File: src/rtl/wbm_pipelined_cmd.sv
// Command-word to Wishbone B4 pipelined master with auto-increment/relative addressing.
// Define BUS_TIMEOUT_EN to build an ack watchdog that aborts a silent bus cycle.
module wbm_pipelined_cmd #(
    parameter int DW      = 32,
    parameter int AW      = 30,
    parameter int LGOUT   = 3,
    parameter int TIMEOUT = 1023
) (
    input  logic            i_clk,
    input  logic            i_reset,
    input  logic            i_cmd_stb,
    input  logic [DW+1:0]   i_cmd_word,
    output logic            o_cmd_busy,
    output logic            o_rsp_stb,
    output logic [DW+1:0]   o_rsp_word,
    output logic            o_wb_cyc,
    output logic            o_wb_stb,
    output logic            o_wb_we,
    output logic [AW-1:0]   o_wb_addr,
    output logic [DW-1:0]   o_wb_data,
    output logic [DW/8-1:0] o_wb_sel,
    input  logic            i_wb_stall,
    input  logic            i_wb_ack,
    input  logic            i_wb_err,
    input  logic [DW-1:0]   i_wb_data
);

    typedef enum logic [1:0] {
        CMD_READ    = 2'b00,
        CMD_WRITE   = 2'b01,
        CMD_SETADDR = 2'b10,
        CMD_BUSRST  = 2'b11
    } cmd_e;

    localparam logic [LGOUT-1:0] CNT_MAX     = '1;
    localparam logic [DW+1:0]    RSP_RESET   = {2'b11, {DW{1'b0}}};
    localparam logic [DW+1:0]    RSP_BUSERR  = {2'b11, 3'h1, {(DW-3){1'b0}}};
    localparam logic [DW+1:0]    RSP_TIMEOUT = {2'b11, 3'h2, {(DW-3){1'b0}}};
    localparam logic [DW+1:0]    RSP_WRACK   = {2'b00, DW'(1)};

    logic             cyc_q, cyc_d, stb_q, stb_d, we_q, we_d, inc_q, inc_d;
    logic [AW-1:0]    addr_q, addr_d, set_addr;
    logic [DW-1:0]    data_q, data_d, payload;
    logic [LGOUT-1:0] cnt_q, cnt_d;
    logic             rsp_stb_q, rsp_stb_d, rst_pend_q, rst_pend_d;
    logic [DW+1:0]    rsp_word_q, rsp_word_d;
    logic             accept, issue, ack_v, err_any, timeout;
    cmd_e             cmd_type;

    assign cmd_type = cmd_e'(i_cmd_word[DW+1:DW]);
    assign payload  = i_cmd_word[DW-1:0];
    assign set_addr = payload[AW+1:2] + (payload[1] ? addr_q : '0);

    // A pending stb at CNT_MAX-1 would overflow the counter once it issues, so hold off one early.
    always_comb begin
        o_cmd_busy = 1'b0;
        if (stb_q && i_wb_stall)
            o_cmd_busy = 1'b1;
        if (cnt_q == CNT_MAX || (stb_q && cnt_q == CNT_MAX - LGOUT'(1)))
            o_cmd_busy = 1'b1;
        if (cyc_q && i_cmd_word[DW+1])
            o_cmd_busy = 1'b1;
        if (cyc_q && !i_cmd_word[DW+1] && (i_cmd_word[DW] != we_q))
            o_cmd_busy = 1'b1;
    end

    assign accept  = i_cmd_stb && !o_cmd_busy;
    assign issue   = stb_q && !i_wb_stall;
    assign err_any = cyc_q && (i_wb_err || timeout);
    assign ack_v   = cyc_q && i_wb_ack && !err_any && (cnt_q != '0 || issue);

`ifdef BUS_TIMEOUT_EN
    localparam int TW = $clog2(TIMEOUT + 1);
    logic [TW-1:0] tmo_q, tmo_d;

    always_comb begin
        tmo_d   = '0;
        timeout = 1'b0;
        if (cyc_q && cnt_q != '0 && !i_wb_ack) begin
            if (tmo_q == TW'(TIMEOUT - 1))
                timeout = 1'b1;
            else
                tmo_d = tmo_q + TW'(1);
        end
    end

    always_ff @(posedge i_clk) begin
        if (i_reset)
            tmo_q <= '0;
        else
            tmo_q <= tmo_d;
    end
`else
    assign timeout = 1'b0;
`endif

    always_comb begin
        cyc_d      = cyc_q;
        stb_d      = stb_q;
        we_d       = we_q;
        addr_d     = addr_q;
        data_d     = data_q;
        inc_d      = inc_q;
        rsp_stb_d  = 1'b0;
        rsp_word_d = rsp_word_q;
        rst_pend_d = 1'b0;

        if (issue) begin
            addr_d = addr_q + AW'(inc_q);
            stb_d  = 1'b0;
        end

        if (accept) begin
            case (cmd_type)
                CMD_READ, CMD_WRITE: begin
                    cyc_d = 1'b1;
                    stb_d = 1'b1;
                    we_d  = i_cmd_word[DW];
                    if (i_cmd_word[DW])
                        data_d = payload;
                end
                CMD_SETADDR: begin
                    addr_d     = set_addr;
                    inc_d      = !payload[0];
                    rsp_stb_d  = 1'b1;
                    rsp_word_d = {2'b10, (DW-2)'(set_addr), 1'b0, !payload[0]};
                end
                default: begin
                    addr_d     = '0;
                    inc_d      = 1'b0;
                    rsp_stb_d  = 1'b1;
                    rsp_word_d = RSP_RESET;
                end
            endcase
        end

        cnt_d = cnt_q + LGOUT'(issue) - LGOUT'(ack_v);

        if (ack_v) begin
            rsp_stb_d  = 1'b1;
            rsp_word_d = we_q ? RSP_WRACK : {2'b01, i_wb_data};
        end

        if (cyc_q && cnt_d == '0 && !stb_d)
            cyc_d = 1'b0;

        if (err_any) begin
            cyc_d      = 1'b0;
            stb_d      = 1'b0;
            cnt_d      = '0;
            rsp_stb_d  = 1'b1;
            rsp_word_d = i_wb_err ? RSP_BUSERR : RSP_TIMEOUT;
        end

        if (rst_pend_q) begin
            rsp_stb_d  = 1'b1;
            rsp_word_d = RSP_RESET;
        end
    end

    always_ff @(posedge i_clk) begin
        if (i_reset) begin
            cyc_q      <= 1'b0;
            stb_q      <= 1'b0;
            we_q       <= 1'b0;
            addr_q     <= '0;
            data_q     <= '0;
            inc_q      <= 1'b0;
            cnt_q      <= '0;
            rsp_stb_q  <= 1'b0;
            rsp_word_q <= '0;
            rst_pend_q <= 1'b1;
        end else begin
            cyc_q      <= cyc_d;
            stb_q      <= stb_d;
            we_q       <= we_d;
            addr_q     <= addr_d;
            data_q     <= data_d;
            inc_q      <= inc_d;
            cnt_q      <= cnt_d;
            rsp_stb_q  <= rsp_stb_d;
            rsp_word_q <= rsp_word_d;
            rst_pend_q <= rst_pend_d;
        end
    end

    assign o_wb_cyc   = cyc_q;
    assign o_wb_stb   = stb_q;
    assign o_wb_we    = we_q;
    assign o_wb_addr  = addr_q;
    assign o_wb_data  = data_q;
    assign o_wb_sel   = '1;
    assign o_rsp_stb  = rsp_stb_q;
    assign o_rsp_word = rsp_word_q;

endmodule

File: config.mk
export PLATFORM = sky130hd
export DESIGN_NAME = wbm_pipelined_cmd
export DESIGN_NICKNAME = d
export VERILOG_FILES = /design/src/rtl/wbm_pipelined_cmd.sv
export SDC_FILE = /design/constraint.sdc
export NUM_CORES = 1
export LEC_CHECK = 0
export ABC_AREA = 0
export CAP_MARGIN = 25
export CELL_PAD_IN_SITES_DETAIL_PLACEMENT = 2
export CELL_PAD_IN_SITES_GLOBAL_PLACEMENT = 2
export CORE_MARGIN = 5
export CORE_UTILIZATION = 28
export DETAILED_ROUTE_END_ITERATION = 16
export PLACE_DENSITY = 0.85
export SYNTH_ARGS = -nofsm -noshare
export SYNTH_HDL_FRONTEND = slang
export SYNTH_SLANG_ARGS = --single-unit
File: constraint.sdc
create_clock -name i_clk -period 3.1 [get_ports i_clk]
set_input_delay 0.31 -clock i_clk [delete_from_list [all_inputs] [get_ports i_clk]]
set_output_delay 0.31 -clock i_clk [all_outputs]
set_load 0.005 [all_outputs]
==> summary.md <==
### Cells and area
- total inserted antenna cells: 0
- area taken by flip-flops and latches: 0.00210 mm²
- net count reported at finish: 1166
- area of the multi-input gates: 0.00412 mm²
- FILL cells: 2510
- Area Overhead vs Synth: 46.2%
- final core utilization: 41.9%
- share of final-layout standard cells stronger than drive strength 1: 15.2%
- number of standard cells in the layout, taps in and fillers out: 1377

### Drt
- post-detailed-route via-to-cell ratio: 5.25
- drt drc: 0
- TritonRoute pass-1 iters: 5
- Antenna Violating Nets Remaining: 0
- drt initial violations: 325
- total wire length after detailed routing: 30900 µm
- overall via count from detail_route: 7223
- Routed wire per std cell: 22.4 µm

### CTS
- number of buffers on the longest clock path: 2
- Worst-path clk slew: 0.08 ns
- number of H-tree levels: 3
- TritonCTS clock tree: done
- clock tree root buffer cell: sky130_fd_sc_hd__clkbuf_16
- number of buffers added by the clock tree synthesis step: 9
- clock sinks: 105
- clock network latency to the later pin of the worst-skew pair: 0.37 ns

### STA
- transition time of the tightest slew-check pin: 0.992 ns
- upper clock frequency limit: 350 MHz
- Worst Slack Setup Final: 0.240 ns
- final period utilization: 92.3%
- Final min period: 2.86 ns
- RSZ-0062 raised after global routing: false
- final hold violations: 0
- total negative slack for setup checks: 0 ns
- final-report setup violation count: 0
- final setup skew: 0.00966 ns
- normalized max-slew margin: 33.8%
- final max-slew violation count: 0

### Global route
- wire length of the first global-routing pass: 47300 µm
- vias in the first global route: 8159
- overall track demand over capacity in global routing: 22.7%
- largest net degree at the start of global routing: 50
- initial antenna violation count: 0
- overflow left after global routing: 0

### Yosys
- sequential-to-total area share from yosys stat: 32.2%
- synth unique cells: 77
- main flop type after synthesis: sky130_fd_sc_hd__dfxtp_1
- number of enable-type register cells in the synthesized netlist: 0
- Post-synth top cells: sky130_fd_sc_hd__nand2_1 (132), sky130_fd_sc_hd__dfxtp_1 (105), sky130_fd_sc_hd__a21oi_1 (96), sky130_fd_sc_hd__nor2_1 (43), sky130_fd_sc_hd__xnor2_1 (37)
- total of warnings raised by yosys: 0
- top-area cell type share of the netlist area: 32.2%
- ranking of synthesized cells by area: sky130_fd_sc_hd__dfxtp_1 (32%), sky130_fd_sc_hd__nand2_1 (7.6%), sky130_fd_sc_hd__a21oi_1 (7.4%)
- Synth async-reset ratio: 0%
- flops & latches, synth: 105
- mean post-synth cell area: 7.95 µm²
- post-synth top area cell: sky130_fd_sc_hd__dfxtp_1
- number of cells produced by synthesis: 821
- post-synthesis instance area: 0.00653 mm²
- most common cell in the netlist: sky130_fd_sc_hd__nand2_1

### Critical path
- Largest delay share family, worst path: compound AO/OA/AOI/OAI gates
- critical path capture point: o_rsp_word[21]
- Stages on worst setup path: 10
- worst r2r src: o_wb_addr[10]
- slowest stage delay, CP: 0.37 ns
- CP Data Required Time: 3.39 ns
- kind of critical path: register to register
- reg-to-reg setup timing slack: 0.24 ns
- top fanout value on the critical path: 5
- kind of end point of the critical path: register
- slowest stage cell on the critical path: sky130_fd_sc_hd__dfxtp_1
- reg2reg end: o_rsp_word[21]
- Worst Setup SP: o_wb_addr[10]
- buffering stage count on the worst path with inverters included: 0
- worst path arrival time: 3.15 ns
- Setup crit start kind: register
- Top cell by count, worst path: sky130_fd_sc_hd__a211oi_2
- cells along the critical path: and2_1, ha_1, a21oi_2, o21ai_1, or3_1, o21a_1, a211oi_2, xnor2_1, nand2b_1, a211oi_2
- R2R depth: 10

### Die
- starting utilization of the core area: 28.7%
- Total Die Area: 0.0265 mm²
- vertical die dimension: 163 µm
- horizontal die dimension: 163 µm
- number of primary I/O pins: 177
- CORE AREA: 0.0228 mm²
- standard-cell row count: 55

### Job
- count of max-cap constraint violations: 0

### Power and ir drop
- static leakage: 3.66 nW
- worst IR drop on VDD: 258 µV
- power per cell area: 351 mW/mm²
- overall power: 3.35 mW

### Placement
- RD Place Congestion: 0.871
- DPL Wire Length: 23900 µm
- IO buf count: 172
- number of placed cells counting well taps: 1360
- worst slack at placement: -0.397 ns

### Outcome
- result of the run: finished clean

### Min path
- class of the tightest hold or removal check: input pin to register

[power breakdown]
part	switching (mW)	leakage, nW	internal (mW)
Clock	0.597	0.134	0.594
Combinational	0.373	2.67	0.357
Sequential	0.0399	0.852	1.39
[cell families after synthesis]
kind of cell	synth area share, %
and+or+nand+nor	23.2
AOI/OAI and AO/OA	24.8
DFF	32.2
buffers and inverters	5.25
xor gates and xnor gates	7.24
adders and majority gates	6.94
muxes	0.307
other	0.0574
[metal layers]
layer	GRT usage, %	vias to the layer above	wire (µm)
met1	25.9	3605	12500
li1	-	3386	-
met4	6.25	0	629
met3	5.16	41	1680
met5	0	-	0
met2	42.2	191	16100
[stage by stage]
| step | cell area, µm² | hold slack, ns |
|---|---|---|
| global route | 9540 | 0.173 |
| detailed placement | 9200 | 0.449 |
| CTS | 9490 | 0.168 |
| finish | 9540 | 0.168 |
| floorplan | 6540 | 0.338 |
| global placement | 9200 | 0.441 |
[worst register-to-register path, delay by kind of cell (launching register included)]
kind / cells / cell delay, ns
and+or+nand+nor: 3 / 0.77
AOI/OAI and AO/OA: 5 / 1.07
xor gates and xnor gates: 1 / 0.21
DFF: 1 / 0.37
adders and majority gates: 1 / 0.35
[worst min path at each step]
stage,from,end,cells past startpoint
6_report,i_reset,rst_pend_q,1
5_1_grt,i_reset,rst_pend_q,1
4_1_cts,i_reset,rst_pend_q,1
3_5_place_dp,o_wb_data[22],o_wb_data[22],2
3_3_place_gp,o_wb_data[2],o_wb_data[2],2
2_1_floorplan,i_reset,rst_pend_q,0
[cells in the final DEF, fill, tap and decap left out, drive strengths merged, types with 4 or more instances in the layout]
cell	Yosys	layout
nand4	16	16
clkdlybuf4s50	0	170
nor2b	4	4
a21oi	100	100
or2	4	4
o22ai	22	22
xnor2	37	37
dfxtp	105	105
nand2	134	134
nor3	13	13
nand3b	5	5
o21bai	5	5
ha	33	33
nand2b	6	6
nor4	4	4
and3	6	6
a22oi	25	25
a31oi	6	6
and2	36	36
a21o	12	12
nor2	45	45
o31a	7	7
buf	28	107
o21a	4	4
conb	1	4
a211oi	5	5
o21ai	33	33
or3	7	7
xor2	17	17
clkbuf	27	12
nand3	13	13
inv	19	19
o211ai	7	7
[cell type report]
type	count	share of cell area [%]
flip-flops and latches	105	22.0
repair buffers	279	26.9
inverters	19	0.747
clock buffers	11	2.65
well taps	313	4.10
clock inverters	5	0.420
multi-input cells	645	43.2
[state kept, by name (all words and copies together) (netlist names)]
name        count
o_rsp_word     34
cnt_q           3
rst_pend_q      1
o_rsp_stb       1
inc_q           1
o_wb_we         1
o_wb_data      32
o_wb_cyc        1
o_wb_addr      30
o_wb_stb        1
[repair_timing]
action | CTS | global route
endpoints found under the setup margin | 1 | 27
setup buffers | 0 | 0
resized for setup | 1 | 9
pin swaps | 0 | 4
cloned | 0 | 1
hold buffers | 0 | 0
hold endpoints to repair | 0 | 0
(Power assumes the default switching activity.)
